### config.mk
export PLATFORM = sky130hd
export DESIGN_NAME = pipe_chain
export DESIGN_NICKNAME = d
export VERILOG_FILES = /design/src/rtl/pipe_chain.sv
export SDC_FILE = /design/constraint.sdc
export NUM_CORES = 1
export LEC_CHECK = 0
export BUFFER_PORTS_ARGS = -buffer_cell sky130_fd_sc_hd__buf_2
export CORE_MARGIN = 5
export CORE_UTILIZATION = 25
export CTS_CLUSTER_SIZE = 20
export DETAILED_ROUTE_END_ITERATION = 16
export GPL_ROUTABILITY_DRIVEN = 0
export SYNTH_ARGS = -nofsm -noshare
export SYNTH_HDL_FRONTEND = slang
export SYNTH_SLANG_ARGS = --single-unit
### constraint.sdc
create_clock -name clock -period 2.85 [get_ports clock]
set_clock_uncertainty 0.2 [all_clocks]
set_input_delay 0.1425 -clock clock [delete_from_list [all_inputs] [get_ports clock]]
set_output_delay 0.1425 -clock clock [all_outputs]
set_load 0.03 [all_outputs]
### src/rtl/pipe_chain.sv
// Elastic valid/ready pipeline with DEPTH collapsing stages and one input skid entry (macro PIPE_CHAIN_ZERO_EN zeroes invalid data).
// Latency: DEPTH-1 cycles from accept to out_valid on an empty pipe; one word per cycle sustained.
// Backpressure: in_ready comes from the registered skid state (gated by flush); stages hold while out_ready is low.
module pipe_chain #(
    parameter  int WIDTH = 32,
    parameter  int DEPTH = 4,
    localparam int CW    = $clog2(DEPTH + 2)
) (
    input  logic             clock,
    input  logic             reset,
    input  logic             flush,
    input  logic             in_valid,
    output logic             in_ready,
    input  logic [WIDTH-1:0] in_data,
    output logic             out_valid,
    input  logic             out_ready,
    output logic [WIDTH-1:0] out_data,
    output logic [CW-1:0]    occupancy
);

`ifdef PIPE_CHAIN_ZERO_EN
    localparam bit ZERO_EN = 1'b1;
`else
    localparam bit ZERO_EN = 1'b0;
`endif

    logic [DEPTH-1:0] v;
    logic [WIDTH-1:0] d [DEPTH];
    logic             skid_valid;
    logic [WIDTH-1:0] skid_data;

    logic [DEPTH-1:0] v_nx;
    logic [WIDTH-1:0] d_nx [DEPTH];
    logic             skid_valid_nx;
    logic [WIDTH-1:0] skid_data_nx;
    logic [CW-1:0]    occ_nx;

    logic [DEPTH-1:0] mv;
    logic             accept;
    logic             take;

    assign in_ready  = !skid_valid && !flush;
    assign out_valid = v[DEPTH-1];
    assign out_data  = d[DEPTH-1];
    assign accept    = in_valid && in_ready;
    assign take      = out_valid && out_ready;

    // Stage i can move when the consumer takes or any stage at or after i is a bubble.
    always_comb begin
        for (int i = 0; i < DEPTH; i++) begin
            mv[i] = out_ready;
            for (int j = i; j < DEPTH; j++) begin
                if (!v[j]) mv[i] = 1'b1;
            end
        end
    end

    always_comb begin
        v_nx          = v;
        d_nx          = d;
        skid_valid_nx = skid_valid;
        skid_data_nx  = skid_data;

        for (int i = DEPTH - 1; i >= 1; i--) begin
            if (mv[i]) begin
                v_nx[i] = v[i-1];
                d_nx[i] = d[i-1];
            end
        end

        // Skid has priority into stage 0; accept cannot happen while it is occupied.
        if (mv[0]) begin
            if (skid_valid) begin
                v_nx[0]       = 1'b1;
                d_nx[0]       = skid_data;
                skid_valid_nx = 1'b0;
            end else begin
                v_nx[0] = accept;
                d_nx[0] = in_data;
            end
        end else if (accept) begin
            skid_valid_nx = 1'b1;
            skid_data_nx  = in_data;
        end

        if (flush) begin
            v_nx          = '0;
            skid_valid_nx = 1'b0;
        end

        if (ZERO_EN) begin
            for (int i = 0; i < DEPTH; i++) begin
                if (!v_nx[i]) d_nx[i] = '0;
            end
            if (!skid_valid_nx) skid_data_nx = '0;
        end
    end

    always_comb begin
        occ_nx = occupancy;
        if (flush)
            occ_nx = '0;
        else if (accept && !take)
            occ_nx = occupancy + CW'(1);
        else if (take && !accept)
            occ_nx = occupancy - CW'(1);
    end

    always_ff @(posedge clock or negedge reset) begin
        if (!reset) begin
            v          <= '0;
            skid_valid <= 1'b0;
            skid_data  <= '0;
            occupancy  <= '0;
            for (int i = 0; i < DEPTH; i++) d[i] <= '0;
        end else begin
            v          <= v_nx;
            skid_valid <= skid_valid_nx;
            skid_data  <= skid_data_nx;
            occupancy  <= occ_nx;
            for (int i = 0; i < DEPTH; i++) d[i] <= d_nx[i];
        end
    end

    // The skid only fills behind a completely full chain, and occupancy counts every held word.
    a_skid_full : assert property (@(posedge clock) disable iff (!reset) skid_valid |-> &v);
    a_occ_count : assert property (@(posedge clock) disable iff (!reset)
                                   occupancy == CW'($countones({v, skid_valid})));

endmodule

==> metrics.md <==
| Metric | Value |
|---|---|
| Register-to-register setup slack | `0.66 ns` |
| Unrepaired setup endpoints after global routing | `no` |
| Part of the cycle the worst path needs | `82.18%` |
| Highest Clock Rate | `0.4270 GHz` |
| Leading cell type in the layout, fill and taps excluded | `sky130_fd_sc_hd__dfrtp_1` |
| Longest Clk Path Bufs | `2` |
| Number of levels in the clock H-tree | `4` |
| Clk Latency, worst-skew pair | `0.42 ns` |
| IO Port Bufs | `73` |
| Starting utilization of the core area | `25.50%` |
| Signal arrival time at the worst endpoint | `2.45 ns` |
| Routed WL | `14210 um` |
| Diode count | `0` |
| Final Util | `31.03%` |
| Maximum cell stage delay along the critical path | `0.54 ns` |
| Largest delay contributor family on the critical path | `buffers and inverters` |
| Ratio of routed vias to standard cells | `4.196` |
| Share of async-settable or async-resettable flops after synthesis | `100.0%` |
| Clock tree from TritonCTS | `done` |
| Area of the multi-input gates | `2303 um2` |
| Maximum number of pins on one net before global-route repair | `62` |
| Final-report hold violation count | `0` |
| CP max FO | `13` |
| Number of placement rows | `60` |
| DRC Markers | `0` |
| Post-Syn Nets | `527` |
| Die Wd | `176.0 um` |
| Leakage | `3.615 nW` |
| Post-synthesis sequential element count | `168` |
| Dominant cells by area after synthesis | `sky130_fd_sc_hd__dfrtp_1 (61%), sky130_fd_sc_hd__mux2_2 (21%), sky130_fd_sc_hd__mux2i_1 (4.8%), sky130_fd_sc_hd__buf_4 (3.5%), sky130_fd_sc_hd__a21oi_1 (2.7%)` |
| DR vias | `3852` |
| Share of post-route cells with drive strength above 1 | `43.67%` |
| First-pass GRT wire length | `22630 um` |
| Post-Synthesis Cells | `489` |
| ANT nets after route | `0` |
| Clock-pin slew reported for the worst setup and hold paths after clock tree synthesis | `0.06 ns` |
| Required @ worst endpoint | `2.96 ns` |
| Pins over their slew limit | `0` |
| Final-report setup violation count | `0` |
| Layout-stage area growth over the synthesis result | `21.72%` |
| Largest vdd supply drop | `0.0003709 V` |
| Number of distinct library cells after synthesis | `22` |
| Core Box Area | `27030 um2` |
| Cell count after placement | `853` |
| Antenna violations before repair | `0` |
| Result of the run | `finished clean` |
| Max_slew headroom | `47.18%` |
| List of cells traversed by the critical path | `dlygate4sd3_1 -> buf_2 -> or3b_1 -> a21oi_1 -> fa_1 -> and3_1 -> mux2i_1 -> mux2_2` |
| Portion of synthesized cell area occupied by the leading cell type | `61.01%` |
| Worst path slowest cell | `sky130_fd_sc_hd__dlygate4sd3_1` |
| Synthesis warning total | `0` |
| I/O pin cnt | `74` |
| Buffer type at the clock tree root | `sky130_fd_sc_hd__clkbuf_16` |
| Most used cells in the layout excluding fill and tap cells | `sky130_fd_sc_hd__dfrtp_1 (167), sky130_fd_sc_hd__mux2_2 (131), sky130_fd_sc_hd__buf_2 (72), sky130_fd_sc_hd__a21oi_1 (37), sky130_fd_sc_hd__dlygate4sd3_1 (35)` |
| Cell accounting for the most synthesized area | `sky130_fd_sc_hd__dfrtp_1` |
| Area enclosed by the die boundary | `30980 um2` |
| Area occupied by registers | `4205 um2` |
| Aggregate global routing overflow | `0` |
| Number of buffers created by CTS | `17` |
| Critical path endpoint category | `flop` |
| Worst min path class | `primary input to async pin` |
| Fin cells | `918` |
| CTS sink count | `168` |
| Measured slew at the worst slew-check pin | `0.7923 ns` |
| Startpoint types | `primary input` |
| Predominant post-synthesis flop cell | `sky130_fd_sc_hd__dfrtp_1` |
| Net count, final | `604` |
| Per-instance average area after synthesis | `14.09 um2` |
| Power density over cell area | `628.1 nW/um2` |
| Iteration count of the initial detailed-routing pass | `4` |
| Die H | `176.0 um` |
| Post-CTS resize count | `0` |
| Total Negative Setup Slacks | `0 ns` |
| Number of flops mapped to enable cells by yosys | `0` |
| Total buffers and inverters traversed by the critical path | `2` |
| Routed len/inst | `15.48 um` |
| Drt first-iter violations | `129` |
| Part of the Yosys area used for sequential elements | `61.01%` |
| Synthesized area | `6890 um2` |
| Total routing resource utilization after global routing | `9.499%` |
| Number of max-cap violations | `0` |
| Fill count | `2725` |
| Vias in the first global route | `3940` |
| Minimum clock period | `2.342 ns` |
| Hpwl dp | `9163 um` |
| Type of the worst setup path | `primary input to flop` |
==> cell usage after synthesis, drive strengths merged, types with 2 or more instances <==
| master | count |
|---|---|
| a21oi | 37 |
| mux2 | 131 |
| nor3 | 34 |
| dfrtp | 168 |
| inv | 4 |
| clkbuf | 18 |
| nor2 | 9 |
| nand2 | 2 |
| nor2b | 2 |
| mux2i | 33 |
| buf | 44 |
==> final cells by class <==
type / instances / share of cell area (%)
Sequential cell: 168 / 50.14
Clock buffer: 19 / 5.401
Timing Repair Buffer: 120 / 9.981
Clock inverter: 11 / 1.745
Multi-Input combinational cell: 255 / 27.47
Tap cell: 341 / 5.087
Inverter: 4 / 0.1790
==> registers in the layout (all words and copies together) (netlist names) <==
register and flops:
d 96, occupancy 3, out_data 32, skid_data 32, skid_valid 1, v 4
==> power by group <==
part | leakage, nW | switching [mW] | internal (mW) | total (mW)
logic | 1.28 | 0.207 | 0.162 | 0.369
registers | 2.05 | 0.0513 | 2.49 | 2.54
clock network | 0.291 | 0.939 | 1.42 | 2.36
total | 3.61 | 1.20 | 4.07 | 5.27
==> metrics by stage <==
step                area [um2]  hold slack (ns)  power, mW  setup WS (ns)
CTS                       8387          0.07505      5.351         0.4918
finish                    8387          0.05923      5.268         0.5079
global route              8387           0.1057      5.499         0.3886
detailed placement        7437         -0.05524      2.930         0.6275
global placement          7437         -0.05041      2.924         0.7054
floorplan                 6890          -0.3531      2.801         0.6720
==> layer usage <==
layer | GRT usage [%] | vias up | wire length, um
li1 | - | 1838 | -
met1 | 13.42 | 1943 | 7213
met2 | 13.87 | 62 | 6251
met3 | 3.298 | 9 | 613
met4 | 2.632 | 0 | 133
met5 | 0 | - | 0
==> cells by family (layout without fill, tap and decap cells) <==
kind of cell               count (synthesis)  in the layout  synth area share, %
adders and majority gates                  1              1               0.2906
DFF                                      168            168                61.01
AOI/OAI and AO/OA                         37             37                2.688
xor gates and xnor gates                   1              1               0.1271
buffers and inverters                     66            154                5.774
and+or+nand+nor                           52             52                3.904
muxes                                    164            164                26.20
==> worst paths after layout <==
path | startpoint | endpoint | cells past startpoint
worst max register to register | skid_valid | occupancy[2] | 6
min in group clock | out_ready | occupancy[0] | 4
worst min register to register | out_data[4] | out_data[4] | 1
max in group asynchronous | reset | d[120] | 3
worst min-delay path | reset | d[33] | 2
worst max-delay path | flush | occupancy[2] | 8
==> what timing repair did <==
action,4_1_cts,5_1_grt
setup buffers,0,0
hold buffers,35,0
hold endpoints to repair,178,0
Power figures use the tool's default switching activity.
